--- src/rtl/encoder_led_ring_if.sv ---
// Step-strobe inputs, position readout and 74HC595-style serial LED bus for encoder_led_ring.
// The master side is the ring controller; the slave side is whatever drives steps and watches the LEDs.
interface encoder_led_ring_if #(
  parameter int unsigned NUM_LEDS = 18
);
  localparam int unsigned POS_W = $clog2(2 * NUM_LEDS + 1);

  logic             step_cw;
  logic             step_ccw;
  logic [POS_W-1:0] pos;
  logic             sclk;
  logic             sdata;
  logic             rclk;
  logic             busy;

  modport master (
    input  step_cw, step_ccw,
    output pos, sclk, sdata, rclk, busy
  );

  modport slave (
    output step_cw, step_ccw,
    input  pos, sclk, sdata, rclk, busy
  );
endinterface

--- src/rtl/encoder_led_ring.sv ---
// Saturating encoder position rendered as an LED bar graph and shifted out MSB-first
// to a serial-in/parallel-out LED driver, re-sent whenever the displayed pattern changes.
module encoder_led_ring #(
  parameter int unsigned NUM_LEDS = 18,
  parameter int unsigned INIT_POS = 18,
  parameter int unsigned CLK_DIV  = 25
) (
  input  logic                clk,
  input  logic                rst_n,
  encoder_led_ring_if.master  bus
);
  localparam int unsigned POS_MAX = 2 * NUM_LEDS;
  localparam int unsigned POS_W   = $clog2(POS_MAX + 1);
  localparam int unsigned DIV_W   = (CLK_DIV > 1) ? $clog2(CLK_DIV) : 1;
  localparam int unsigned BIT_W   = (NUM_LEDS > 1) ? $clog2(NUM_LEDS) : 1;

  localparam logic [POS_W-1:0] POS_MAX_V = POS_W'(POS_MAX);
  localparam logic [POS_W-1:0] POS_INIT  = POS_W'(INIT_POS);
  localparam logic [DIV_W-1:0] DIV_LAST  = DIV_W'(CLK_DIV - 1);
  localparam logic [BIT_W-1:0] BIT_LAST  = BIT_W'(NUM_LEDS - 1);

  typedef enum logic [2:0] {
    S_IDLE,
    S_LOAD,
    S_SHIFT_LO,
    S_SHIFT_HI,
    S_LATCH
  } state_e;

  state_e              state_q;
  logic [POS_W-1:0]    pos_q, pos_d;
  logic                pending_q, pending_d;
  logic [NUM_LEDS-1:0] pattern, pattern_next;
  logic [NUM_LEDS-1:0] shreg_q, shreg_shl;
  logic [BIT_W-1:0]    bit_q;
  logic [DIV_W-1:0]    div_q;
  logic                sclk_q, sdata_q, rclk_q, busy_q;

  // LED i is lit when i < (pos+1)/2, so each LED spans two detents.
  function automatic logic [NUM_LEDS-1:0] bar(input logic [POS_W-1:0] p);
    logic [POS_W:0]      lit;
    logic [NUM_LEDS-1:0] leds;
    lit  = ({1'b0, p} + (POS_W+1)'(1)) >> 1;
    leds = '0;
    for (int unsigned i = 0; i < NUM_LEDS; i++) begin
      leds[i] = (i < 32'(lit));
    end
    return leds;
  endfunction

  always_comb begin
    pos_d = pos_q;
    if (bus.step_cw && !bus.step_ccw && (pos_q != POS_MAX_V)) begin
      pos_d = pos_q + POS_W'(1);
    end else if (bus.step_ccw && !bus.step_cw && (pos_q != '0)) begin
      pos_d = pos_q - POS_W'(1);
    end
  end

  assign pattern      = bar(pos_q);
  assign pattern_next = bar(pos_d);
  assign shreg_shl    = shreg_q << 1;

  // A change seen during LOAD must survive the clear: the snapshot already holds the old pattern.
  always_comb begin
    pending_d = pending_q;
    if (pattern_next != pattern) begin
      pending_d = 1'b1;
    end else if (state_q == S_LOAD) begin
      pending_d = 1'b0;
    end
  end

  always_ff @(posedge clk or negedge rst_n) begin
    if (!rst_n) begin
      pos_q     <= POS_INIT;
      pending_q <= 1'b1;
    end else begin
      pos_q     <= pos_d;
      pending_q <= pending_d;
    end
  end

  always_ff @(posedge clk or negedge rst_n) begin
    if (!rst_n) begin
      state_q <= S_IDLE;
      shreg_q <= '0;
      bit_q   <= '0;
      div_q   <= '0;
      sclk_q  <= 1'b0;
      sdata_q <= 1'b0;
      rclk_q  <= 1'b0;
      busy_q  <= 1'b0;
    end else begin
      case (state_q)
        S_IDLE: begin
          if (pending_q) begin
            busy_q  <= 1'b1;
            state_q <= S_LOAD;
          end
        end

        S_LOAD: begin
          shreg_q <= pattern;
          bit_q   <= BIT_LAST;
          div_q   <= '0;
          sclk_q  <= 1'b0;
          sdata_q <= pattern[NUM_LEDS-1];
          state_q <= S_SHIFT_LO;
        end

        S_SHIFT_LO: begin
          if (div_q == DIV_LAST) begin
            div_q   <= '0;
            sclk_q  <= 1'b1;
            state_q <= S_SHIFT_HI;
          end else begin
            div_q <= div_q + DIV_W'(1);
          end
        end

        S_SHIFT_HI: begin
          if (div_q == DIV_LAST) begin
            div_q  <= '0;
            sclk_q <= 1'b0;
            if (bit_q == '0) begin
              rclk_q  <= 1'b1;
              state_q <= S_LATCH;
            end else begin
              shreg_q <= shreg_shl;
              sdata_q <= shreg_shl[NUM_LEDS-1];
              bit_q   <= bit_q - BIT_W'(1);
              state_q <= S_SHIFT_LO;
            end
          end else begin
            div_q <= div_q + DIV_W'(1);
          end
        end

        S_LATCH: begin
          if (div_q == DIV_LAST) begin
            div_q   <= '0;
            rclk_q  <= 1'b0;
            sdata_q <= 1'b0;
            busy_q  <= 1'b0;
            state_q <= S_IDLE;
          end else begin
            div_q <= div_q + DIV_W'(1);
          end
        end

        default: begin
          sclk_q  <= 1'b0;
          rclk_q  <= 1'b0;
          busy_q  <= 1'b0;
          state_q <= S_IDLE;
        end
      endcase
    end
  end

  assign bus.pos   = pos_q;
  assign bus.sclk  = sclk_q;
  assign bus.sdata = sdata_q;
  assign bus.rclk  = rclk_q;
  assign bus.busy  = busy_q;
endmodule
--- src/flat_wrapper.sv ---
// flat-port wrapper written by rule: the top's interface ports become plain ports
module encoder_led_ring_flat 
#(
  parameter int unsigned NUM_LEDS = 18,
  parameter int unsigned INIT_POS = 18,
  parameter int unsigned CLK_DIV  = 25
)
  (clk, rst_n, bus_step_cw, bus_step_ccw, bus_pos, bus_sclk, bus_sdata, bus_rclk, bus_busy);
  encoder_led_ring_if #(.NUM_LEDS(NUM_LEDS)) bus_i ();
  input  logic clk;
  input  logic rst_n;
  input wire logic [$bits(bus_i.step_cw)-1:0] bus_step_cw;
  input wire logic [$bits(bus_i.step_ccw)-1:0] bus_step_ccw;
  output wire logic [$bits(bus_i.pos)-1:0] bus_pos;
  output wire logic [$bits(bus_i.sclk)-1:0] bus_sclk;
  output wire logic [$bits(bus_i.sdata)-1:0] bus_sdata;
  output wire logic [$bits(bus_i.rclk)-1:0] bus_rclk;
  output wire logic [$bits(bus_i.busy)-1:0] bus_busy;
  assign bus_i.step_cw = bus_step_cw;
  assign bus_i.step_ccw = bus_step_ccw;
  assign bus_pos = bus_i.pos;
  assign bus_sclk = bus_i.sclk;
  assign bus_sdata = bus_i.sdata;
  assign bus_rclk = bus_i.rclk;
  assign bus_busy = bus_i.busy;
  encoder_led_ring #(.NUM_LEDS(NUM_LEDS), .INIT_POS(INIT_POS), .CLK_DIV(CLK_DIV)) u_core (.clk(clk), .rst_n(rst_n), .bus(bus_i));
endmodule
--- config.mk ---
export PLATFORM = sky130hd
export DESIGN_NAME = encoder_led_ring_flat
export DESIGN_NICKNAME = d
export VERILOG_FILES = /design/src/rtl/encoder_led_ring_if.sv /design/src/rtl/encoder_led_ring.sv /design/src/flat_wrapper.sv
export SDC_FILE = /design/constraint.sdc
export NUM_CORES = 1
export LEC_CHECK = 0
export ABC_AREA = 1
export CORE_UTILIZATION = 30
export CTS_BUF_LIST = sky130_fd_sc_hd__clkbuf_8
export DETAILED_ROUTE_END_ITERATION = 10
export PLACE_DENSITY = 0.57
export SLEW_MARGIN = 20
export SYNTH_ARGS = -nofsm -noshare
export SYNTH_HDL_FRONTEND = slang
export SYNTH_SLANG_ARGS = --single-unit
--- constraint.sdc ---
create_clock -name clk -period 2.55 [get_ports clk]
set_input_delay 0.765 -clock clk [delete_from_list [all_inputs] [get_ports clk]]
set_output_delay 0.765 -clock clk [all_outputs]
set_load 0.02 [all_outputs]
==> flow_summary.rst <==
.. list-table::
   :header-rows: 1

   * - Metric
     - Value
   * - Run status
     - finished, violations left
   * - Failing checks
     - negative setup slack
   * - Count of unique library cells instantiated by Yosys
     - 31
   * - Residual overflow from global routing
     - 0
   * - Total Routing Usage GR
     - 17.12%
   * - Critical Path End Type
     - register
   * - Dpl hpwl
     - about 6400 µm
   * - Chip Height
     - 103.2 µm
   * - Floorplan row count
     - 36
   * - Cell area after synthesis
     - roughly 3000 µm²
   * - Data arrival time of the critical path
     - 2950 ps
   * - Top fanout value on the critical path
     - 7
   * - Slew margin rel.
     - about three quarters
   * - Count of unresolved DRC violations after routing
     - 0
   * - # H-tree levels
     - 2
   * - Die extent in x
     - roughly 100 µm
   * - Fin Setup TNS
     - -161.2 ps
   * - Worst-case clock skew
     - 12.88 ps
   * - Number of top-level pins
     - 14
   * - Count of fill cells added during filler insertion
     - 992
   * - Critical path's slowest cell
     - dfstp_2
   * - First-pass GRT wire length
     - 14280 µm
   * - Count of buffers inserted at the top-level ports
     - 13
   * - Number of synthesized register bits
     - 41
   * - Via count
     - 3301
   * - Worst setup path class
     - reg2reg
   * - # Max-Cap Violations
     - 0
   * - Reg2Reg Setup Slack
     - -160 ps
   * - TritonCTS Buffers
     - 5
   * - Max Buffers Root-to-Sink
     - 2
   * - Dominant cells by area after synthesis
     - dfrtp_1, nand2_1, inv_1
   * - Mean cell area of the mapped netlist
     - about 6.4 µm²
   * - Fraction of final layout cells with drive strength greater than 1
     - 26.34%
   * - Buffer type at the clock tree root
     - clkbuf_8
   * - 1st-pass router iterations
     - 5
   * - Worst supply voltage drop on vdd
     - 0.3561 mV
   * - ANT cells
     - 0
   * - Top cell type's share of synthesized area
     - 30.96%
   * - Worst hold margin
     - 356.5 ps
   * - RSZ-0062 raised after global routing
     - true
   * - Number of design-rule violations left by the first detailed-router iteration
     - about 200
   * - Leakage Power
     - 2.161 nW
   * - DIE AREA
     - 10650 µm²
   * - Total wire length
     - 8469 µm
   * - Hold Fails Final Rpt
     - 0
   * - Delay of the slowest critical-path stage
     - roughly 570 ps
   * - Min-Delay Path Class
     - in2async
   * - DP Area
     - ~3800 µm²
   * - Net count, final
     - approximately 570
   * - Final-report setup violation count
     - 1
   * - Crit path setup slack, layout
     - -161.2 ps
   * - Total power consumption of the routed design
     - ~4.5 mW
   * - Sink Count
     - 41
   * - Worst reg2reg endpoint
     - u_core.pending_q
   * - Sequential-to-total area share from yosys stat
     - approximately a third
   * - Worst slack at placement
     - -779.8 ps
   * - Post-layout min period
     - about 2700 ps
   * - Worst-path cell chain
     - inv_2 > ha_4 > nand3_4 > nand2_4 > nand2_1 > nand2_1 > nand2_2 > ha_4 > inv_2 > nor2_4 > nand2_2 > nand2_2 > nand2_4 > nor2_4 > nand4_1 > nand3_1 > nand4_1 > nor2_1 > nand2_1
   * - Power density cells
     - 1060 nW/µm²
   * - Post-synth net total
     - 490
   * - Total number of yosys warnings
     - 0
   * - Reg-to-Reg Start
     - u_core.bus.pos[1]
   * - Wire per inst
     - 12.26 µm
   * - Skew-Pair Late Insertion Delay
     - 310 ps
   * - Floorplan core area
     - 9864 µm²
   * - Initial antenna violation count
     - 0
   * - CTS tree
     - done
   * - Avg Vias per Cell
     - ~4.8
   * - Portion of the clock cycle consumed by the worst path in the final layout
     - 106.3%
   * - Count of pins over their slew limit
     - 0
   * - CTS clk-pin slew, worst paths
     - ~100 ps
   * - Pin count of the biggest net entering global routing
     - 29
   * - Post-synthesis instance total
     - 479
   * - Reg2Reg Depth
     - 19
   * - Highest attainable clock frequency
     - 368.8 MHz
   * - Signed area change from the synthesized netlist to the final layout
     - 37.68%
   * - Area of all placed cells without fillers
     - 4229 µm²
   * - Crit path launch type
     - register
   * - Number of global-route vias before repair
     - about 3100
   * - Leading area contributor after synthesis
     - dfrtp_1
   * - Antenna Violating Nets Remaining
     - 0
   * - WP data required
     - around 2800 ps
   * - Slew at the pin with the worst max-slew slack
     - 385.8 ps
   * - Effective utilization at floorplan
     - 31.14%
   * - Final weighted congestion in routability-driven placement
     - 0.8880
## final cells by class
| class | count | area, µm² | share of cell area [%] |
|---|---|---|---|
| multi-input combinational | 351 | 1939 | 45.86 |
| sequential | 41 | 1031 | 24.38 |
| timing repair buffer | 81 | 663.1 | 15.68 |
| inverter | 77 | 291.5 | 6.893 |
| tap | 133 | 166.4 | 3.935 |
| clock buffer | 5 | 68.82 | 1.627 |
| clock inverter | 3 | 68.82 | 1.627 |
## power by group
group | total (mW) | internal, mW | switching [mW] | leakage, nW
Clock | 0.666 | 0.395 | 0.271 | 0.0687
Combinational | 3.01 | 1.27 | 1.74 | 1.66
Sequential | 0.805 | 0.724 | 0.0811 | 0.431
## worst max-delay path by stage
stage          slack, ps  cells after the start          endpoint         startpoint
6_report            -160                     19  u_core.pending_q  u_core.bus.pos[1]
5_1_grt             -360                     21  u_core.pending_q  u_core.bus.pos[1]
4_1_cts              -90                     23  u_core.pending_q  u_core.bus.pos[1]
3_5_place_dp        -780                     19  u_core.pending_q        bus_step_cw
3_3_place_gp        -730                     23  u_core.pending_q        bus_step_cw
2_1_floorplan         20                     21  u_core.pending_q  u_core.bus.pos[1]
## Yosys cell counts
cell type  instances
nor2_4             1
nand3_1           41
clkbuf_1           5
dfrtp_1           38
inv_1             70
nand3b_1           3
buf_1              1
inv_2              7
nand3_2            2
a21oi_1           23
nand2_2            3
nand4_2            1
nand2_1          137
nand2_4            2
nand4_1            7
buf_6              2
xnor2_1            3
xor2_1             4
nor3_1             4
ha_1               7
o32ai_1            1
o21ai_0           52
a21boi_0           1
o21ai_1            3
nor2_1            41
o22ai_1            4
buf_2              3
nor2_2             8
dfstp_2            3
or2_2              1
mux2_2             1
## logic make-up (layout without fill, tap and decap cells)
| group | after synthesis | in the layout | synth area share, % |
|---|---|---|---|
| buf+inv | 88 | 166 | 11.36 |
| simple gates | 251 | 252 | 35.85 |
| fa+ha+maj | 7 | 7 | 2.851 |
| flops | 41 | 41 | 33.52 |
| mux | 1 | 1 | 0.3666 |
| xor+xnor | 7 | 7 | 1.996 |
| compound gates | 84 | 84 | 14.05 |
## state kept, by name, indices dropped and copies added (netlist names)
name / flops
u_core.bit_q: 5
u_core.bus.busy: 1
u_core.bus.pos: 6
u_core.bus.rclk: 1
u_core.bus.sclk: 1
u_core.bus.sdata: 1
u_core.div_q: 5
u_core.pending_q: 1
u_core.shreg_q: 17
u_core.state_q: 3
## repair_timing
action	CTS	global route
pin swaps	27	14
setup endpoints to repair	2	6
endpoints found under the hold margin	0	0
gates resized for setup	40	19
hold buffers	0	0
cloned	1	0
setup buffers	6	3
## critical path, delay by kind of cell, from the launching register on
| family | cells | cell delay [ps] |
|---|---|---|
| adder cells (fa/ha/maj) | 2 | 340 |
| buffers and inverters | 2 | 110 |
| flip-flops | 1 | 570 |
| AND/OR/NAND/NOR | 15 | 1610 |
## metrics by stage
step	utilization (%)	std cells
after floorplan	-	479
after global placement	38.66	673
after detailed placement	38.66	673
after CTS	42.10	688
after global routing	42.87	691
final	42.87	691
## metal layers
layer  track usage (%)  share of wire (%)  wire length [µm]  vias up
met5                 0                  0                 0        -
met4             4.875                1.6               138        0
met3             2.218                3.8               324       12
met2             27.33                 46              3858       79
met1             24.22                 49              4149     1522
li1                  -                  -                 -     1688
## cell usage in the layout (no fill, tap or decap), types with 4 or more instances in the layout
cell,n
a21oi_1,23
buf_4,65
clkbuf_8,5
clkdlybuf4s50_1,10
dfrtp_1,37
ha_1,5
inv_1,67
inv_2,9
nand2_1,119
nand2_2,15
nand2_4,8
nand3_1,35
nand3_2,5
nand4_1,7
nor2_1,34
nor2_2,6
nor2_4,11
nor3_1,4
o21ai_0,47
o21ai_1,5
o22ai_1,4
xor2_1,4
No activity file was read; power rests on OpenSTA's default activity.
